<file path="src/rtl/i3c_pkg.sv">
// i3c_pkg: shared state encoding, requester indices and timeout default for the SDA drive arbiter.
package i3c_pkg;
  typedef enum logic [1:0] {
    ST_IDLE = 2'd0,
    ST_OWN  = 2'd1,
    ST_TMO  = 2'd2
  } state_t;
  localparam logic [1:0] ID_SDR  = 2'd0;
  localparam logic [1:0] ID_IBI  = 2'd1;
  localparam logic [1:0] ID_DDR  = 2'd2;
  localparam logic [1:0] ID_NONE = 2'd3;
  localparam int TMO_SCL_DEF = 64;
endpackage

</file>
<file path="src/rtl/i3c_fixed_prio_sel.sv">
// i3c_fixed_prio_sel: combinational fixed-priority pick (0 > 1 > 2) of unmasked requests.
module i3c_fixed_prio_sel
  import i3c_pkg::*;
(
  input  logic [2:0] req,
  input  logic [2:0] mask,
  output logic [2:0] onehot,
  output logic [1:0] idx,
  output logic       valid
);
  logic [2:0] m;
  always_comb begin
    m = req & ~mask;
    onehot = m[0] ? 3'b001 : m[1] ? 3'b010 : m[2] ? 3'b100 : 3'b000;
    idx = m[0] ? ID_SDR : m[1] ? ID_IBI : m[2] ? ID_DDR : ID_NONE;
    valid = |m;
  end
endmodule

</file>
<file path="src/rtl/i3c_sda_drive_arb.sv">
// i3c_sda_drive_arb: SDA drive ownership arbiter with SCL-edge timeout and forced release.
// Requester 2 (HDR-DDR) and its rise32 path exist only when I3C_SDA_ARB_DDR_EN is defined.
module i3c_sda_drive_arb
  import i3c_pkg::*;
#(
  parameter int TMO_SCL = TMO_SCL_DEF,
  parameter int CNT_W = 8
) (
  input  logic       CLK,
  input  logic       RST,
  input  logic       i_scl_sync,
  input  logic [2:0] req,
  input  logic [2:0] req_sda_out,
  input  logic [2:0] req_oena,
  input  logic [2:0] req_rise0,
  input  logic [2:0] req_rise1,
  input  logic [1:0] req_rise32,
  output logic [2:0] gnt,
  output logic       pin_SDA_out,
  output logic       pin_SDA_oena,
  output logic       pin_SDA_oena_rise0,
  output logic       pin_SDA_oena_rise1,
  output logic [1:0] pin_SDA_oena_rise32,
  output logic       tmo_err,
  output logic [1:0] owner_id
);
`ifdef I3C_SDA_ARB_DDR_EN
  localparam logic [2:0] REQ_EN = 3'b111;
`else
  localparam logic [2:0] REQ_EN = 3'b011;
`endif
  localparam logic [CNT_W-1:0] CNT_MAX = '1;
  localparam logic [CNT_W-1:0] TMO_L = CNT_W'(TMO_SCL);
  localparam bit TMO_ON = TMO_SCL != 0;
  state_t state, state_n;
  logic [2:0] req_en, mask, mask_n, sel_gnt, gnt_r, gnt_n;
  logic [1:0] sel_idx, owner_n;
  logic sel_valid, scl_d, fall, own_req, keep, tmo_hit;
  logic [CNT_W-1:0] cnt, cnt_n;
  logic [3:0] req_x, out_x, oena_x, r0_x, r1_x, drv, drv_n;
  assign req_en = req & REQ_EN;
  assign req_x = {1'b0, req_en};
  assign out_x = {1'b0, req_sda_out};
  assign oena_x = {1'b0, req_oena};
  assign r0_x = {1'b0, req_rise0};
  assign r1_x = {1'b0, req_rise1};
  assign fall = scl_d & ~i_scl_sync;
  assign own_req = req_x[owner_id];
  assign tmo_hit = TMO_ON && (cnt >= TMO_L);
  i3c_fixed_prio_sel u_sel (
    .req   (req_en),
    .mask  (mask),
    .onehot(sel_gnt),
    .idx   (sel_idx),
    .valid (sel_valid)
  );
  always_ff @(posedge CLK) begin
    if (RST) begin
      state <= ST_IDLE;
      gnt_r <= '0;
      owner_id <= ID_NONE;
      drv <= '0;
      tmo_err <= 1'b0;
      cnt <= '0;
      mask <= '0;
      scl_d <= 1'b1;
    end else begin
      state <= state_n;
      gnt_r <= gnt_n;
      owner_id <= owner_n;
      drv <= drv_n;
      tmo_err <= state_n == ST_TMO;
      cnt <= cnt_n;
      mask <= mask_n;
      scl_d <= i_scl_sync;
    end
  end
  // Release beats timeout; ownership never moves directly between requesters.
  always_comb begin
    state_n = state == ST_IDLE ? (sel_valid ? ST_OWN : ST_IDLE)
            : state == ST_OWN  ? (!own_req ? ST_IDLE : tmo_hit ? ST_TMO : ST_OWN)
            : ST_IDLE;
  end
  always_comb begin
    keep = state == ST_OWN && state_n == ST_OWN;
    gnt_n = state_n != ST_OWN ? 3'b000 : state == ST_IDLE ? sel_gnt : gnt_r;
    owner_n = state_n != ST_OWN ? ID_NONE : state == ST_IDLE ? sel_idx : owner_id;
    drv_n = keep ? {r1_x[owner_id], r0_x[owner_id], oena_x[owner_id], out_x[owner_id]} : 4'b0000;
    mask_n = (mask & req_en) | (state_n == ST_TMO ? gnt_r : 3'b000);
    cnt_n = state != ST_OWN ? '0 : (fall && cnt != CNT_MAX) ? cnt + 1'b1 : cnt;
  end
  assign gnt = gnt_r & REQ_EN;
  assign {pin_SDA_oena_rise1, pin_SDA_oena_rise0, pin_SDA_oena, pin_SDA_out} = drv;
`ifdef I3C_SDA_ARB_DDR_EN
  logic [1:0] r32;
  always_ff @(posedge CLK)
    r32 <= (RST || !(keep && owner_id == ID_DDR)) ? 2'b00 : req_rise32;
  assign pin_SDA_oena_rise32 = r32;
`else
  logic unused_ddr;
  assign unused_ddr = ^{req_rise32, req[2]};
  assign pin_SDA_oena_rise32 = 2'b00;
`endif
endmodule

</file>
<file path="config.mk">
export PLATFORM = sky130hd
export DESIGN_NAME = i3c_sda_drive_arb
export DESIGN_NICKNAME = d
export VERILOG_FILES = /design/src/rtl/i3c_pkg.sv /design/src/rtl/i3c_fixed_prio_sel.sv /design/src/rtl/i3c_sda_drive_arb.sv
export SDC_FILE = /design/constraint.sdc
export NUM_CORES = 1
export LEC_CHECK = 0
export CORE_MARGIN = 4
export CORE_UTILIZATION = 40
export DETAILED_ROUTE_END_ITERATION = 6
export DONT_BUFFER_PORTS = 1
export SYNTH_ARGS = -nofsm -noshare
export SYNTH_HDL_FRONTEND = slang
export SYNTH_SLANG_ARGS = --single-unit
</file>
<file path="constraint.sdc">
create_clock -name CLK -period 2.1 [get_ports CLK]
set_clock_uncertainty 0.05 [all_clocks]
set_input_delay 0.42 -clock CLK [delete_from_list [all_inputs] [get_ports CLK]]
set_output_delay 0.42 -clock CLK [all_outputs]
set_load 0.1 [all_outputs]
</file>
; ---- Word level (Yosys, flattened, before mapping)
; Cells that the tools add are included.
[totals]
inputBits = 20
reg_bits = 24
out_inout_bits = 12
wordCells = 53
[classes]
n_eq_ne = 6
n_lt_le_gt_ge = 2
muxes = 22
reduce_logical = 7
bitwise = 7
add_sub_neg = 1
[op_table]
columns = operator, count
row1 = $mux 2, 6
row2 = $mux 3, 4
row3 = $bmux 1 s2, 5
row4 = $add 8x1->8 const B, 1
row5 = $ge 8x7->1 const B, 1
row6 = $ne 8x8->1 const B, 1
row7 = $mux 1, 7
row8 = $reduce_or 2->1, 3
row9 = $eq 2x1->1 const B, 2
row10 = $ne 2x1->1 const B, 2
row11 = $and 2x3->3, 1
row12 = $and 3x2->3, 1
row13 = $lt 2x3->1 const B, 1
row14 = $not 3->3, 1
row15 = $or 3x3->3, 1
row16 = $reduce_or 3->1, 1
row17 = $eq 2x2->1 const B, 1
row18 = $logic_and 1x1->1, 2
row19 = $logic_not 2->1, 1
row20 = $not 1->1, 2
row21 = $and 1x1->1, 1

; ---- Depth between registers and ports, before layout
[depth]
depth_word = 9
depth_mapped = 5
mapped_depth_nobuf = 5

; ---- Hierarchy
; A second synthesis with hierarchy kept.
[hier_totals]
cells_unflattened = 129
hier_area_um2 = 1196.1
[by_module_without_submodules]
columns = mod, n_inst, seq_area_each_um2, cells_each, area_per_inst_um2
row1 = i3c_sda_drive_arb, 1, 480.5, 120, 1138.6
row2 = i3c_fixed_prio_sel, 1, 0.0, 9, 57.6

; ---- Least setup slack after synthesis
; OpenSTA, ideal clock, no wires.
[synth_path]
kind = reg2reg
startpoint = reg owner_id[0]
endpoint = reg owner_id[0]
path_stages_with_launch = 5
slack_ps = -58
t_arrival_ps = 1988
period_less_slack_ps = 2158
required_time_ps = 1930
path_buffers = 0
path_cell_list = dfxtp_1 > mux2i_1 > o41ai_1 > nand3_1 > nand2b_1
[synth_via]
elab_chain_len = 7
[synth_rtl]
columns = element, line_no
row1 = start: declaration, i3c_sda_drive_arb.sv:25  ; output logic [1:0] owner_id
row2 = start signal: assignment, i3c_sda_drive_arb.sv:70  ; owner_id <= owner_n;
row3 = $bmux 1 s2, i3c_sda_drive_arb.sv:48  ; assign own_req = req_x[owner_id];
row4 = $mux 1 (not written as such), i3c_sda_drive_arb.sv:48
row5 = $mux 2 (2 in series), i3c_sda_drive_arb.sv:81  ; : state == ST_OWN ? (!own_req ? ST_IDLE : tmo_hit ? ST_TMO : ST_OWN)
row6 = $mux 2, i3c_sda_drive_arb.sv:80  ; state_n = state == ST_IDLE ? (sel_valid ? ST_OWN : ST_IDLE)
row7 = $ne 2x1->1, i3c_sda_drive_arb.sv:87  ; owner_n = state_n != ST_OWN ? ID_NONE : state == ST_IDLE ? sel_idx : owner_id;
row8 = $reduce_or 2->1 (no source line), n/a
; Every way passes these cells. The select of a mux whose other input is x is not followed.
; A chain may end at the register's enable or synchronous reset.

; ---- Worst setup path after layout
[layout_path]
startpoint = reg owner_id[1]
endpoint = out owner_id[1]
; No word-level cell between the ends.

==> results_tabular.tex <==
\begin{tabular}{lr}
\hline
Metric & Value \\
\hline
\multicolumn{2}{l}{\textbf{Yosys}} \\
Synth Register Bits & 22 \\
Most frequently used flop master after synthesis & dfxtp\_1 \\
Total of warnings raised by yosys & 0 \\
EDFF count, synth & 0 \\
Average instance area after synthesis & 8.99 µm² \\
Cell area after synthesis & 988 µm² \\
Simple-Gate Fraction of Synth Area & 27.7\% \\
Number of standard cells after synthesis & 110 \\
Count of different cell masters after synthesis & 29 \\
Sequential element share of the synthesized area & 44.6\% \\
Ys async rst share & 0\% \\
Compound-Gate Fraction of Synth Area & 12.4\% \\
Fraction of synthesized cell area in xor and xnor cells & 2.66\% \\
Combinational family with the most area after synthesis & simple AND/OR/NAND/NOR gates \\
Post-synthesis adder-cell area fraction & 1.27\% \\
Share of synthesized area spent on multiplexers & 6.08\% \\
\multicolumn{2}{l}{\textbf{CTS}} \\
Clock Path Buffers & 2 \\
Post-cts hold buffer count & 0 \\
Depth of the CTS H-tree & 1 \\
Post-CTS setup-driven buffer insertion count & 0 \\
Clock transition at the registers of the reported paths & 120 ps \\
Clock buffers created by TritonCTS & 3 \\
Root Buffer & clkbuf\_4 \\
Clock net sink count & 22 \\
Clock network latency to the later pin of the worst-skew pair & 300 ps \\
Clock tree from TritonCTS & built \\
Cells resized by post-CTS repair & 0 \\
\multicolumn{2}{l}{\textbf{Detailed routing}} \\
Via count normalized by instance count & 5.24 \\
Routed via count & 770 \\
Drc violations & 0 \\
Average detailed-routed wire length per instance & 12.5 µm \\
First-pass detailed-route iteration total & 4 \\
Antenna-violating nets left & 0 \\
Detailed router's first-iteration violation count & 7 \\
WL final & 1840 µm \\
\multicolumn{2}{l}{\textbf{Critical path}} \\
Critical path's top delay family & flip-flops \\
Crit-path max cell delay & 660 ps \\
Required time worst endpoint & 1630 ps \\
FF-to-FF Start & state[0] \\
Critical setup path kind & register to output port \\
Worst path arrival time & 1350 ps \\
Worst setup slack for register-to-register paths & 330 ps \\
Type of element capturing the critical path & output port \\
Max FO, Critical Path & 10 \\
R2R cell count & 3 \\
Reg-to-Reg End & cnt[5] \\
Critical Path, Cell by Cell & buf\_4 \\
Nature of the critical path startpoint & register \\
Bufs and invs on worst path & 1 \\
Count of cell instances traversed by the critical path & 1 \\
Standard cell with the maximum stage delay on the critical path & dfxtp\_1 \\
\multicolumn{2}{l}{\textbf{Hold path}} \\
Hold/Removal Path Class & input pin to register \\
Hold Path Sink & mask[1] \\
Launch instance of the worst min-delay path & RST \\
Hold Path Depth & 1 \\
\multicolumn{2}{l}{\textbf{Job}} \\
Max-Cap Viols & 0 \\
\multicolumn{2}{l}{\textbf{Die}} \\
Starting density of the core & 43.4\% \\
Core area & 2280 µm² \\
Area of the die & 3330 µm² \\
Number of standard-cell rows in the floorplan & 17 \\
Die Y-Extent & 57.7 µm \\
Horizontal extent of the die & 57.7 µm \\
Count of pins on the block boundary & 32 \\
\multicolumn{2}{l}{\textbf{Pwr}} \\
Lkg Pwr & 0.428 nW \\
Power per cell area & 696 nW/µm² \\
Switching fraction of total power & 30.4\% \\
P\_sw & 0.229 mW \\
Internal power summed over all cells & 0.523 mW \\
Clock share of power & 24.5\% \\
Flop pwr share & 58.7\% \\
Share of power burned in combinational logic & 16.9\% \\
Total power of the final layout & 0.752 mW \\
Worst IR drop on VDD & 0.445 mV \\
\multicolumn{2}{l}{\textbf{Final layout}} \\
Most frequent cells in the layout & dfxtp\_1, nand2\_1, o21ai\_0, buf\_4, nor2\_1 \\
Net total in the final layout & 142 \\
Relative area change from synthesis to final layout & 9.37\% \\
Commonest non-fill, non-tap cell in the layout & dfxtp\_1 \\
Share of cells above drive strength 1 & 13.4\% \\
Number of antenna repair diodes & 0 \\
\multicolumn{2}{l}{\textbf{STA}} \\
Share of the clock period used by the worst path after layout & 86.6\% \\
Final Hold Violating Endpoints & 0 \\
Worst Tran Pin Value & 530 ps \\
Rel. slew slack & 63.6\% \\
Total negative setup slack & 0 ps \\
Number of setup violations in the final report & 0 \\
Slew Viols, Final & 0 \\
Max Freq & 0.550 GHz \\
RSZ-0062 raised after global routing & false \\
Time the final worst path needs with I/O delays and setup & 1820 ps \\
\multicolumn{2}{l}{\textbf{Global route}} \\
Wire length of the first global-routing pass & 3020 µm \\
Initial antenna violation count & 0 \\
Largest net degree at the start of global routing & 12 \\
Remaining global-route overflow & 0 \\
Overall fraction of global-route tracks in use & 11.7\% \\
Via count of the first global-routing pass & 700 \\
\multicolumn{2}{l}{\textbf{Status}} \\
Status & complete, no violations \\
\multicolumn{2}{l}{\textbf{Place}} \\
PortBufs & 0 \\
Routability congestion estimate from global placement & 0.778 \\
Half-perimeter wire length after detailed placement & 1460 µm \\
\hline
\end{tabular}
==> how the worst max path moves through the flow <==
stage | startpoint | end | slack [ps]
CTS | owner_id[1] | owner_id[1] | 270
finish | owner_id[1] | owner_id[1] | 280
global route | owner_id[1] | owner_id[1] | 200
detailed placement | state[0] | cnt[5] | 350
global placement | state[0] | cnt[5] | 380
floorplan | owner_id[1] | drv[0] | 280
==> through the flow <==
stage	cell area (µm²)	hold WS [ps]	std cells	setup slack, ps	utilization (%)
3_5_place_dp	1060	407	144	353	46.5
2_1_floorplan	997	386	112	280	-
6_report	1080	148	147	281	47.5
3_3_place_gp	1060	394	144	382	46.5
4_1_cts	1080	141	147	275	47.5
5_1_grt	1080	131	147	204	47.5
==> flip-flops by register name, indices dropped and copies added, names as in the netlist <==
name      cells
tmo_err       1
scl_d         1
owner_id      2
cnt           8
state         2
mask          2
gnt_r         2
drv           4
==> area by class of cell <==
cell class | instances | area (µm²)
repair buffers | 9 | 67.6
flip-flops and latches | 22 | 442
inverters | 2 | 7.51
multi-input cells | 83 | 507
well taps | 28 | 35.0
fillers | 221 | 1190
clock buffers | 3 | 22.5
==> layer usage <==
metal	track usage (%)	vias to the layer above	routed length, µm
li1	-	403	-
met1	13.2	350	793
met2	19.5	13	916
met3	4.45	4	106
met4	4.97	0	28
met5	0	-	0
==> synthesized netlist by cell type, types with 2 or more instances <==
library cell   n  area share (%)
or3_1          2             1.3
inv_1          2            0.76
and2_1         4             2.5
o21ai_1        2             1.0
o21ai_0       11             5.6
nand2b_1       2             1.3
and3_1         3             1.9
xor2_1         3             2.7
o41ai_1        2             1.8
o211ai_1       2             1.5
or4_1          3             2.3
buf_4          4             3.0
nand3_1        4             2.0
nor2b_1        4             2.5
mux2i_1        6             6.1
nor2_1         8             3.0
nand2_1       11             4.2
a21oi_1        5             2.5
dfxtp_1       22              45
==> cells by family (layout without fill, tap and decap cells) <==
kind of cell	count (synthesis)	count (layout)
mux	6	6
flops	22	22
compound gates	22	22
simple gates	48	48
fa+ha+maj	1	1
buf+inv	7	14
other cells	1	3
xor+xnor	3	3
==> power groups by stage <==
stage               combinational [mW]  sequential (mW)  clock [mW]
floorplan                       0.0803            0.485           0
global placement                 0.126            0.450           0
detailed placement               0.127            0.450           0
CTS                              0.127            0.441       0.192
global route                     0.135            0.443       0.211
finish                           0.127            0.441       0.184
Power figures use the tool's default switching activity.
